<file path="src/rtl/tour_pkg.sv">
// Shared types and constants for the knight's-tour replay path: FSM states,
// command opcodes, compass headings and default response bytes.
package tour_pkg;

   typedef enum logic [2:0] {
      IDLE,
      VERT,
      WAIT_V,
      HORZ,
      WAIT_H
   } state_t;

   localparam logic [3:0] OP_MOVE     = 4'h2;
   localparam logic [3:0] OP_MOVE_FAN = 4'h3;

   localparam logic [7:0] HDG_N = 8'h00;
   localparam logic [7:0] HDG_W = 8'h3F;
   localparam logic [7:0] HDG_S = 8'h7F;
   localparam logic [7:0] HDG_E = 8'hBF;

   localparam logic [7:0] RESP_ACK_DEF = 8'hA5;
   localparam logic [7:0] RESP_POS_DEF = 8'h5A;

   function automatic logic [15:0] mk_cmd(input logic [3:0] op,
                                          input logic [7:0] hdg,
                                          input logic [3:0] sq);
      return {op, hdg, sq};
   endfunction

endpackage

</file>
<file path="src/rtl/tour_move_sequencer_if.sv">
// Command-processor bus: command/valid out, clear/response-strobe back, and
// the response byte handed to the UART transmitter.
interface tour_move_sequencer_if;
   logic [15:0] cmd;
   logic        cmd_rdy;
   logic        clr_cmd_rdy;
   logic        send_resp;
   logic [7:0]  resp;

   modport master (output cmd, cmd_rdy, resp, input clr_cmd_rdy, send_resp);
   modport slave  (input cmd, cmd_rdy, resp, output clr_cmd_rdy, send_resp);
endinterface

</file>
<file path="src/rtl/tour_move_decode.sv">
// Splits a one-hot knight move into a vertical and a horizontal motion command.
// Build option TOUR_SEQ_FANFARE_EN: horizontal leg carries the move+fanfare opcode.
module tour_move_decode
   import tour_pkg::*;
(
   input  logic [7:0]  move,
   output logic [15:0] vert_cmd,
   output logic [15:0] horz_cmd,
   output logic        valid
);

`ifdef TOUR_SEQ_FANFARE_EN
   localparam logic [3:0] OP_H = OP_MOVE_FAN;
`else
   localparam logic [3:0] OP_H = OP_MOVE;
`endif

   logic [7:0] v_hdg, h_hdg;
   logic [3:0] v_sq, h_sq;

   always_comb begin
      // exactly one bit set: nonzero and clearing the lowest set bit leaves nothing
      valid = (move != 8'h00) && ((move & (move - 8'd1)) == 8'h00);
      v_hdg = HDG_N;
      v_sq  = 4'd0;
      h_hdg = HDG_E;
      h_sq  = 4'd0;
      case (move)
         8'h01:   begin v_hdg = HDG_N; v_sq = 4'd2; h_hdg = HDG_E; h_sq = 4'd1; end
         8'h02:   begin v_hdg = HDG_N; v_sq = 4'd2; h_hdg = HDG_W; h_sq = 4'd1; end
         8'h04:   begin v_hdg = HDG_N; v_sq = 4'd1; h_hdg = HDG_W; h_sq = 4'd2; end
         8'h08:   begin v_hdg = HDG_S; v_sq = 4'd1; h_hdg = HDG_W; h_sq = 4'd2; end
         8'h10:   begin v_hdg = HDG_S; v_sq = 4'd2; h_hdg = HDG_W; h_sq = 4'd1; end
         8'h20:   begin v_hdg = HDG_S; v_sq = 4'd2; h_hdg = HDG_E; h_sq = 4'd1; end
         8'h40:   begin v_hdg = HDG_S; v_sq = 4'd1; h_hdg = HDG_E; h_sq = 4'd2; end
         8'h80:   begin v_hdg = HDG_N; v_sq = 4'd1; h_hdg = HDG_E; h_sq = 4'd2; end
         default: begin v_hdg = HDG_N; v_sq = 4'd0; h_hdg = HDG_E; h_sq = 4'd0; end
      endcase
   end

   assign vert_cmd = mk_cmd(OP_MOVE, v_hdg, v_sq);
   assign horz_cmd = mk_cmd(OP_H, h_hdg, h_sq);

endmodule

</file>
<file path="src/rtl/tour_move_sequencer.sv">
// Replays a solved knight's tour as vertical/horizontal motion commands and
// muxes them with UART-sourced commands. Option: TOUR_SEQ_FANFARE_EN (see decoder).
module tour_move_sequencer
   import tour_pkg::*;
#(
   parameter int unsigned NUM_MOVES = 24,
   parameter logic [7:0]  RESP_ACK  = RESP_ACK_DEF,
   parameter logic [7:0]  RESP_POS  = RESP_POS_DEF
) (
   input  logic                   clk,
   input  logic                   rst_n,
   input  logic                   start_tour,
   input  logic [7:0]             move,
   output logic [4:0]             mv_indx,
   input  logic [15:0]            cmd_UART,
   input  logic                   cmd_rdy_UART,
   output logic                   clr_cmd_rdy_UART,
   tour_move_sequencer_if.master  cp,
   output logic                   tour_done,
   output logic                   tour_err
);

   localparam logic [4:0] LAST_INDX = 5'(NUM_MOVES - 1);

   state_t      state_q, state_d;
   logic [4:0]  mv_indx_q, mv_indx_d;
   logic [15:0] vert_cmd, horz_cmd;
   logic        mv_valid;

   tour_move_decode u_decode (
      .move     (move),
      .vert_cmd (vert_cmd),
      .horz_cmd (horz_cmd),
      .valid    (mv_valid)
   );

   always_ff @(posedge clk or negedge rst_n) begin
      if (!rst_n) begin
         state_q   <= IDLE;
         mv_indx_q <= 5'd0;
      end else begin
         state_q   <= state_d;
         mv_indx_q <= mv_indx_d;
      end
   end

   always_comb begin
      state_d          = state_q;
      mv_indx_d        = mv_indx_q;
      cp.cmd           = vert_cmd;
      cp.cmd_rdy       = 1'b0;
      cp.resp          = RESP_POS;
      clr_cmd_rdy_UART = 1'b0;
      tour_done        = 1'b0;
      tour_err         = 1'b0;
      case (state_q)
         IDLE: begin
            cp.cmd           = cmd_UART;
            cp.cmd_rdy       = cmd_rdy_UART;
            clr_cmd_rdy_UART = cp.clr_cmd_rdy;
            cp.resp          = RESP_ACK;
            if (start_tour) begin
               mv_indx_d = 5'd0;
               state_d   = VERT;
            end
         end
         VERT: begin
            // a corrupt move is never offered to the command processor
            if (!mv_valid) begin
               tour_err = 1'b1;
               state_d  = IDLE;
            end else begin
               cp.cmd_rdy = 1'b1;
               if (cp.clr_cmd_rdy) state_d = WAIT_V;
            end
         end
         WAIT_V: begin
            if (cp.send_resp) state_d = HORZ;
         end
         HORZ: begin
            cp.cmd     = horz_cmd;
            cp.cmd_rdy = 1'b1;
            if (cp.clr_cmd_rdy) state_d = WAIT_H;
         end
         WAIT_H: begin
            cp.cmd = horz_cmd;
            if (cp.send_resp) begin
               if (mv_indx_q == LAST_INDX) begin
                  cp.resp   = RESP_ACK;
                  tour_done = 1'b1;
                  mv_indx_d = 5'd0;
                  state_d   = IDLE;
               end else begin
                  mv_indx_d = mv_indx_q + 5'd1;
                  state_d   = VERT;
               end
            end
         end
         default: state_d = IDLE;
      endcase
   end

   assign mv_indx = mv_indx_q;

endmodule

</file>
<file path="src/flat_wrapper.sv">
// flat-port wrapper written by rule: the top's interface ports become plain ports
module tour_move_sequencer_flat import tour_pkg::*;
#(
   parameter int unsigned NUM_MOVES = 24,
   parameter logic [7:0]  RESP_ACK  = RESP_ACK_DEF,
   parameter logic [7:0]  RESP_POS  = RESP_POS_DEF
)
  (clk, rst_n, start_tour, move, mv_indx, cmd_UART, cmd_rdy_UART, clr_cmd_rdy_UART, tour_done, tour_err, cp_cmd, cp_cmd_rdy, cp_resp, cp_clr_cmd_rdy, cp_send_resp);
  tour_move_sequencer_if cp_i ();
  input  logic clk;
  input  logic rst_n;
  input  logic start_tour;
  input  logic [7:0] move;
  output logic [4:0] mv_indx;
  input  logic [15:0] cmd_UART;
  input  logic cmd_rdy_UART;
  output logic clr_cmd_rdy_UART;
  output logic tour_done;
  output logic tour_err;
  output wire logic [$bits(cp_i.cmd)-1:0] cp_cmd;
  output wire logic [$bits(cp_i.cmd_rdy)-1:0] cp_cmd_rdy;
  output wire logic [$bits(cp_i.resp)-1:0] cp_resp;
  input wire logic [$bits(cp_i.clr_cmd_rdy)-1:0] cp_clr_cmd_rdy;
  input wire logic [$bits(cp_i.send_resp)-1:0] cp_send_resp;
  assign cp_cmd = cp_i.cmd;
  assign cp_cmd_rdy = cp_i.cmd_rdy;
  assign cp_resp = cp_i.resp;
  assign cp_i.clr_cmd_rdy = cp_clr_cmd_rdy;
  assign cp_i.send_resp = cp_send_resp;
  tour_move_sequencer #(.NUM_MOVES(NUM_MOVES), .RESP_ACK(RESP_ACK), .RESP_POS(RESP_POS)) u_core (.clk(clk), .rst_n(rst_n), .start_tour(start_tour), .move(move), .mv_indx(mv_indx), .cmd_UART(cmd_UART), .cmd_rdy_UART(cmd_rdy_UART), .clr_cmd_rdy_UART(clr_cmd_rdy_UART), .cp(cp_i), .tour_done(tour_done), .tour_err(tour_err));
endmodule
</file>
<file path="config.mk">
export PLATFORM = sky130hd
export DESIGN_NAME = tour_move_sequencer_flat
export DESIGN_NICKNAME = d
export VERILOG_FILES = /design/src/rtl/tour_pkg.sv /design/src/rtl/tour_move_sequencer_if.sv /design/src/rtl/tour_move_decode.sv /design/src/rtl/tour_move_sequencer.sv /design/src/flat_wrapper.sv
export SDC_FILE = /design/constraint.sdc
export NUM_CORES = 1
export LEC_CHECK = 0
export CAP_MARGIN = 40
export CORE_MARGIN = 4
export CORE_UTILIZATION = 55
export CTS_CLUSTER_DIAMETER = 40
export DETAILED_ROUTE_END_ITERATION = 8
export DONT_BUFFER_PORTS = 1
export HOLD_SLACK_MARGIN = 0.03
export PLACE_DENSITY = 0.73
export SKIP_CTS_REPAIR_TIMING = 1
export SYNTH_ARGS = -nofsm -noshare
export SYNTH_HDL_FRONTEND = slang
export SYNTH_SLANG_ARGS = --single-unit
</file>
<file path="constraint.sdc">
create_clock -name clk -period 2.05 [get_ports clk]
set_input_delay 0.205 -clock clk [delete_from_list [all_inputs] [get_ports clk]]
set_output_delay 0.205 -clock clk [all_outputs]
set_load 0.05 [all_outputs]
</file>
After elaboration in Yosys (flattened, before gate mapping). Index checks and enable logic that the tools add are counted.

Eq/ne operators: 18. Mux-type cells: 28. Bitwise operators: 1. Add/sub/neg operators: 2. Reductions and logical operators: 12.

Operator list (number): 16-bit case mux with 2 select lines (1); 8-bit two-way mux (3); 3-bit two-way mux (6); 8-bit case mux with 2 select lines (1); 4-bit OR reduction (4); 5-bit two-way mux (3); 3-bit case mux with 5 select lines (1); 5-bit case mux with 2 select lines (1); 8-bit bitwise AND (1); 8-bit by 1-bit == test with 1-bit output (second input constant) (1); 8-bit by 2-bit == test with 1-bit output (second input constant) (1); 8-bit by 3-bit == test with 1-bit output (second input constant) (1); 8-bit by 4-bit == test with 1-bit output (second input constant) (1); 8-bit by 5-bit == test with 1-bit output (second input constant) (1); 8-bit by 6-bit == test with 1-bit output (second input constant) (1); 8-bit by 7-bit == test with 1-bit output (second input constant) (1); 8-bit == test (second input constant) (1); 8-bit zero test (1); 1-bit two-way mux (8); 2-bit != test (second input constant) (4); 2-bit case mux with 2 select lines (2); 8-bit nonzero test (1); 8-bit by 1-bit subtractor with 8-bit output (second input constant) (1); 7-bit two-way mux (1); 13 further kinds (14).

Flip-flop bits (word level): 8. Output and inout port bits: 33. Input bits: 30. Logic and storage cells: 63.

Logic depth before layout (Yosys ltp). Gate-level depths: netlist (run 1).

Word-level depth: 6. Gate-level depth with buffers: 7. Mapped depth without buffers: 6.

Modules after synthesis. A second synthesis (run 1) with hierarchy kept.

Cells, all modules: 164. Area, all modules: 1280.0 um^2.

Modules (own cells, without submodules): tour_move_sequencer (times used 1, area each 894.6 um^2, sequential area each 200.2 um^2, cells each 107); tour_move_decode (times used 1, area each 385.4 um^2, sequential area each 0.0 um^2, cells each 57).

Worst setup path before layout (run 1). OpenSTA, ideal clock, no wires.

Kind: reg2out. From: register u_core.mv_indx_q[0] (netlist: u_core.mv_indx[0]). To: output cp_resp[2]. Buffers on the path: 1. Arrival time: 2.242 ns. Required time: 1.845 ns. Cell stages (with the launch flop): 8. Setup slack: -0.397 ns. Cell sequence: dfrtp_1 ha_1 nand2_1 nor3b_1 nand2_1 nand2_1 and2_1 buf_4.

Cells in the longest elaborated chain, start to end: 4.

Ends and longest elaborated chain: start: declaration (RTL line tour_move_sequencer.sv:26) `logic [4:0] mv_indx_q, mv_indx_d;`; start signal: assignment (RTL line tour_move_sequencer.sv:43) `mv_indx_q <= mv_indx_d;`; 5-bit == test (RTL line tour_move_sequencer.sv:88) `if (mv_indx_q == LAST_INDX) begin`; 8-bit two-way mux (RTL line tour_move_sequencer.sv:88); 8-bit two-way mux (RTL line tour_move_sequencer.sv:87) `if (cp.send_resp) begin`; 8-bit case mux with 2 select lines (RTL line tour_move_sequencer.sv:56) `case (state_q)`; end: declaration (RTL line flat_wrapper.sv:22) `output wire logic [$bits(cp_i.resp)-1:0] cp_resp;`.

No other way between the ends.

Worst setup path after layout (run 1).
From: register u_core.state_q[0]. To: output cp_cmd[11].

Cells in the longest elaborated chain, start to end: 3. Elaborated cells between the ends (all ways): 5. Classes of those cells: eq/ne (2); mux (1); reduce/logical (2).

Ends and longest elaborated chain: start: declaration (RTL line tour_move_sequencer.sv:25) `state_t state_q, state_d;`; start signal: assignment (RTL line tour_move_sequencer.sv:42) `state_q <= state_d;`; 3-bit by 2-bit == test with 1-bit output or 3-bit == test (tied branches) (RTL line tour_move_sequencer.sv:56); 2-bit OR reduction (no source line); 16-bit case mux with 2 select lines * (RTL line tour_move_sequencer.sv:56); end: declaration (RTL line flat_wrapper.sv:20) `output wire logic [$bits(cp_i.cmd)-1:0] cp_cmd;`.

Mark *: on every way between the ends. The rest lies on a longest branch, timed or not.

==> impl_metrics.csv, run 1 <==
group,metric,value,unit
final_layout,regArea,205.2,um2
floorplan,core,1727,um2
worst_setup_path,worstSetupPathType,"flip-flop to output port",
grt,antenna_found_initial,0,
detailed_routing,drtPass1Iterations,4,
sta,clock.fmax,0.5045,GHz
detailed_routing,first_iter_violations,40,
detailed_routing,vias,1127,
clock_tree,numCtsBuffers,3,
sta,tns,0,ns
grt,grt_pass1_wl,4450,um
pwr,power.internal,0.4376,mW
worst_setup_path,path_cells,"buf_4 > nor2_4 > nand2_2 > a32oi_1 > o31ai_1 > nand2_1 > buf_12",
synth,ys_ff_latch,8,
floorplan,die_w,50.61,um
sta,min_period,1.982,ns
synth,ys_seq_area_share,20.05,%
synth,syn-mean-instance-area,7.235,um2
run,drv_cap,0,
final_layout,area_delta_synth_final,39.60,%
clock_tree,cts.path.max_buffers,2,
outcome,status,"complete, no violations",
final_layout,filler_cell_count,114,
sta,finalMaxSlewViolations,0,
hold_path,min_path_type,"primary input to flip-flop",
pwr,clockPowerShare,14.0,%
clock_tree,cts_max_level,1,
pwr,power_frac_comb,67.4,%
floorplan,die_y,50.61,um
final_layout,fin_area,1394,um2
worst_setup_path,arrival,1.78,ns
synth,ys.flop_type,"dfrtp_1",
sta,grt_setup_unrepaired,"false",
worst_setup_path,max_stage_delay,0.44,ns
detailed_routing,wl,2992,um
clock_tree,cts_tree,"built",
worst_setup_path,required,1.85,ns
pwr,p_leak,0.5846,nW
synth,synth_fp_nets,169,
placed_design,placed_area,1315,um2
final_layout,multi_input_area,728.2,um2
sta,hold_viol,0,
worst_setup_path,cp_max_fo,7,
synth,syn-instance-count,138,
grt,grt_pass1_vias,1045,
synth,synth_area,998.5,um2
pwr,switchingPower,0.4861,mW
clock_tree,clkSinkCount,8,
sta,fin_skew,0.006392,ns
sta,relSlewSlack,61.98,%
pwr,peakVddDrop,0.5559,mV
detailed_routing,viasPerCell,5.932,
synth,yosysWarnings,0,
final_layout,layout-drive-gt1-share,33.33,%
final_layout,insertedDiodeCount,0,
synth,synth_edf_count,0,
detailed_routing,post-route-drc-count,0,
placed_design,io_buffers,0,
worst_setup_path,crit_family,"flip-flops",
synth,yosys.cell_types.count,44,
grt,gr-usage-all-layers,22.22,%
worst_setup_path,start_kind,"flip-flop",
final_layout,nets,198,
sta,tightest_slew,0.5651,ns
detailed_routing,ant_nets,0,
placed_design,place_congestion,0.7966,
sta,finalSetupViolations,0,
grt,grt_overflow,0,
floorplan,num_rows,15,
worst_setup_path,critPathSlowestCell,"dfrtp_2",
synth,async_flop_share,100.0,%
grt,grt_max_degree,19,
final_layout,final_cell_mix,"buf_4, nor2_1, nand2_1",
clock_tree,clock-root-buffer,"clkbuf_4",
pwr,seq_power_share,18.6,%
clock_tree,clkTransAtPathRegs,0.06,ns
placed_design,dp_hpwl,2245,um
pwr,p_per_area,662.7,nW/um2
detailed_routing,wl_per_cell,15.75,um
final_layout,layout_commonest_cell,"buf_4",
worst_setup_path,critPathCaptureType,"output port",
pwr,swShare,52.63,%
floorplan,start_util,57.83,%
sta,fin_crit_sh,96.69,%
floorplan,dieArea,2561,um2
floorplan,pin_count,63,
worst_setup_path,critPathBufInv,2,
clock_tree,insertion_delay,0.27,ns
-- worst register-to-register path, cell delays in order, from the launching register on --
cell     delay, ns
dfrtp_2       0.40
ha_1          0.22
nand2_1       0.10
nor3b_2       0.06
buf_4         0.13
or3b_1        0.41
o31ai_1       0.26
-- per-stage QoR --
step                setup slack [ns]  hold WS [ns]  total power, mW  std cells  util, %
finish                       0.06779       0.01455           0.9237        190    80.72
floorplan                    0.04687      -0.09059           0.6233        138        -
global placement              0.3383      -0.09041           0.7691        182    76.16
CTS                         -0.06266       -0.3816           0.9124        185    77.46
detailed placement            0.2336      -0.09041           0.7795        182    76.16
global route                0.003572       0.03650           0.9602        190    80.72
-- area by class of cell --
cell class	count	share of cell area, %
Inverter	3	0.8079
Sequential cell	8	14.72
Timing Repair Buffer	35	28.37
Clock buffer	3	1.616
Tap cell	25	2.244
Multi-Input combinational cell	116	52.24
-- metal layers --
metal | track usage [%] | part of all wire, %
met4 | 9.417 | 1.1
met3 | 5.341 | 7.9
met1 | 26.23 | 39
met2 | 38.04 | 52
met5 | 0 | 0
-- registers in the layout, summed over array words and instances (netlist names) --
| register | count |
|---|---|
| u_core.state_q | 3 |
| u_core.mv_indx | 5 |
-- cells in the mapped netlist (2+ instances only) --
cell type | count | area [um2]
nor2_1 | 19 | 71.32
nor4b_1 | 2 | 17.52
clkbuf_1 | 3 | 11.26
nor2_2 | 4 | 25.02
a211oi_2 | 2 | 25.02
nand2_1 | 18 | 67.56
o21ai_0 | 12 | 60.06
dfrtp_1 | 8 | 200.2
o31ai_1 | 2 | 15.01
buf_4 | 6 | 45.04
xnor2_1 | 2 | 17.52
or3_1 | 3 | 18.77
mux2i_1 | 2 | 20.02
and2_1 | 6 | 37.54
nor2b_1 | 3 | 18.77
and3_1 | 2 | 12.51
xor2_1 | 4 | 35.03
o21ai_1 | 2 | 10.01
o211ai_1 | 2 | 15.01
inv_1 | 3 | 11.26
a21oi_1 | 10 | 50.05
-- final timing paths --
check | from | end | slack (ns) | cells past startpoint
min in group asynchronous | rst_n | u_core.state_q[2] | 0.28 | 1
max reg2reg | u_core.mv_indx[0] | u_core.mv_indx[3] | 0.36 | 6
min reg2reg | u_core.state_q[0] | u_core.state_q[0] | 0.68 | 2
max in group asynchronous | rst_n | u_core.state_q[1] | 1.47 | 1
max | u_core.state_q[0] | cp_cmd[11] | 0.07 | 7
min | start_tour | u_core.mv_indx[1] | 0.01 | 1
-- power by group through the flow --
| stage | combinational, mW | clock (mW) | sequential [mW] |
|---|---|---|---|
| final | 0.623 | 0.129 | 0.172 |
| after global routing | 0.650 | 0.137 | 0.173 |
| after CTS | 0.604 | 0.135 | 0.174 |
| after detailed placement | 0.603 | 0 | 0.177 |
| after global placement | 0.593 | 0 | 0.176 |
| after floorplan | 0.451 | 0 | 0.173 |
-- logic make-up (layout without fill, tap and decap cells) --
| family | count (synthesis) | after routing | share of synthesized area, % |
|---|---|---|---|
| flip-flops | 8 | 8 | 20.05 |
| AO/OA/AOI/OAI | 37 | 37 | 24.69 |
| adder cells (fa/ha/maj) | 1 | 1 | 1.253 |
| multiplexers | 2 | 2 | 2.005 |
| AND/OR/NAND/NOR | 70 | 70 | 38.35 |
| XOR/XNOR | 6 | 6 | 5.263 |
| buffers and inverters | 14 | 41 | 8.395 |
Note: power is estimated with default switching activity, not from simulation.
==> run 2: changes to the inputs <==
Settings changed: SKIP_CTS_REPAIR_TIMING 1 to unset, TNS_END_PERCENT set to 30.
==> run 2 against run 1 <==
  * Die area did not move
  * Register-to-register slack about the same
  * Via count fell by 1.5%
  * Power up 0.92%
  * Critical path depth did not move
  * Final area is 0.63% lower
  * Critical path type unchanged
==> impl_metrics.csv, run 2 (synthesis gave the netlist of run 1 again) <==
group,metric,value,unit
pwr,peakVddDrop,0.4678,mV
grt,grt_overflow,0,
worst_setup_path,critPathSlowestCell,"dfrtp_2",
worst_setup_path,critPathCaptureType,"output port",
placed_design,io_buffers,0,
sta,tightest_slew,0.4486,ns
worst_setup_path,arrival,1.74,ns
placed_design,dp_hpwl,2211,um
hold_path,hp-start,"cp_clr_cmd_rdy",
clock_tree,numCtsBuffers,3,
pwr,clockPowerShare,15.9,%
pwr,total_power,0.9322,mW
floorplan,die_w,50.61,um
worst_setup_path,path_cells,"ha_1 > nand2_1 > nor3b_2 > nand2_1 > nand2_1 > and2_4 > buf_12",
detailed_routing,first_iter_violations,33,
worst_setup_path,max_stage_delay,0.36,ns
sta,finalMaxSlewViolations,0,
detailed_routing,wl,2863,um
worst_setup_path,required,1.85,ns
pwr,p_leak,0.5760,nW
floorplan,core,1727,um2
floorplan,pin_count,63,
clock_tree,clkSinkCount,8,
worst_setup_path,ff2ff_path_depth,6,
detailed_routing,drtPass1Iterations,4,
grt,grt_pass1_vias,1099,
detailed_routing,post-route-drc-count,0,
sta,clock.fmax,0.5131,GHz
placed_design,place_congestion,0.8417,
pwr,power_frac_comb,66.0,%
worst_setup_path,critPathBufInv,1,
clock_tree,cts.path.max_buffers,2,
run,drv_cap,0,
hold_path,min_path_type,"primary input to flip-flop",
pwr,seq_power_share,18.1,%
floorplan,start_util,57.83,%
clock_tree,cts_tree,"built",
clock_tree,insertion_delay,0.28,ns
hold_path,whs_endpoint,"u_core.state_q[2]",
sta,relSlewSlack,69.81,%
clock_tree,cts_max_level,1,
worst_setup_path,crit_path_frequent_cell,"nand2_1",
floorplan,die_y,50.61,um
floorplan,dieArea,2561,um2
detailed_routing,ant_nets,0,
hold_path,min_path_cells,2,
final_layout,insertedDiodeCount,0,
grt,grt_max_degree,19,
pwr,power.internal,0.4401,mW
final_layout,nets,196,
worst_setup_path,worstReg2RegEnd,"u_core.mv_indx[3]",
clock_tree,cts_setup_buffers,0,
worst_setup_path,cp_max_fo,4,
clock_tree,clkTransAtPathRegs,0.07,ns
sta,fin_skew,0.004503,ns
sta,hold_viol,0,
worst_setup_path,start_kind,"flip-flop",
final_layout,layout-drive-gt1-share,32.93,%
worst_setup_path,worstSetupPathType,"flip-flop to output port",
floorplan,num_rows,15,
grt,grt_pass1_wl,4816,um
worst_setup_path,crit_family,"simple AND/OR/NAND/NOR gates",
sta,tns,0,ns
sta,min_period,1.949,ns
detailed_routing,viasPerCell,5.873,
pwr,swShare,52.79,%
pwr,switchingPower,0.4921,mW
final_layout,area_delta_synth_final,38.72,%
grt,gr-usage-all-layers,24.15,%
sta,fin_crit_sh,95.08,%
final_layout,layout_commonest_cell,"buf_4",
pwr,p_per_area,673.0,nW/um2
worst_setup_path,reg2reg_from,"u_core.mv_indx[0]",
final_layout,final_cell_mix,"buf_4, nor2_1, nand2_1",
final_layout,largest_reg_flops,5,
detailed_routing,vias,1110,
worst_setup_path,regToRegSetupSlack,0.36,ns
outcome,status,"complete, no violations",
grt,antenna_found_initial,0,
detailed_routing,wl_per_cell,15.15,um
clock_tree,clock-root-buffer,"clkbuf_4",
sta,grt_setup_unrepaired,"false",
sta,finalSetupViolations,0,
-- run 2: changes by cell type in the layout (fill, tap and decap cells not counted), sizes merged --
cell	delta
buf	-2
clkbuf	+1
-- run 2: layout make-up --
cell class	count	area [um2]
clock buffer	4	26.28
fill	126	341.6
inverter	3	11.26
multi-input combinational	116	730.7
sequential	8	205.2
tap	25	31.28
timing repair buffer	33	380.4
-- run 2: worst max-delay path by stage --
stage,startpoint,to,cells past startpoint
5_1_grt,u_core.mv_indx[0],cp_resp[7],7
3_5_place_dp,u_core.state_q[1],cp_cmd[5],5
3_3_place_gp,u_core.state_q[1],cp_cmd[7],5
4_1_cts,u_core.mv_indx[0],cp_resp[0],7
2_1_floorplan,u_core.state_q[0],cp_cmd[10],4
6_report,u_core.mv_indx[0],cp_resp[0],7
-- run 2: power groups by stage --
stage	logic (mW)	clock network (mW)	registers [mW]
final	0.615	0.148	0.169
after global routing	0.647	0.149	0.170
after CTS	0.616	0.146	0.169
after detailed placement	0.606	0	0.171
after global placement	0.598	0	0.171
after floorplan	0.450	0	0.173
-- run 2: stage by stage --
stage	cells	area (um2)	setup WS (ns)	util, %	hold slack [ns]
CTS	189	1375	0.02914	79.64	0.1410
global route	189	1385	0.01881	80.22	0.1750
finish	189	1385	0.1009	80.22	0.1363
detailed placement	182	1315	0.2723	76.16	-0.09029
global placement	182	1315	0.3579	76.16	-0.09033
floorplan	138	1006	-0.04448	-	-0.09059
-- run 2: timing repair --
action,in CTS,in global routing
hold endpoints to repair,11,0
hold buffers,3,0
resized for setup,1,4
setup endpoints to repair,2,12
-- run 2: per-layer routing --
layer	global-route usage, %	part of all wire (%)
met1	25.85	36
met2	43.04	52
met5	0	0
met3	6.528	9.3
met4	12.11	2.8
==> run 3: changes to the inputs <==
Settings changed: CTS_CLUSTER_SIZE set to 20.
==> results of run 3 <==
No change in the layout: final DEF, timing and power equal those of run 2.
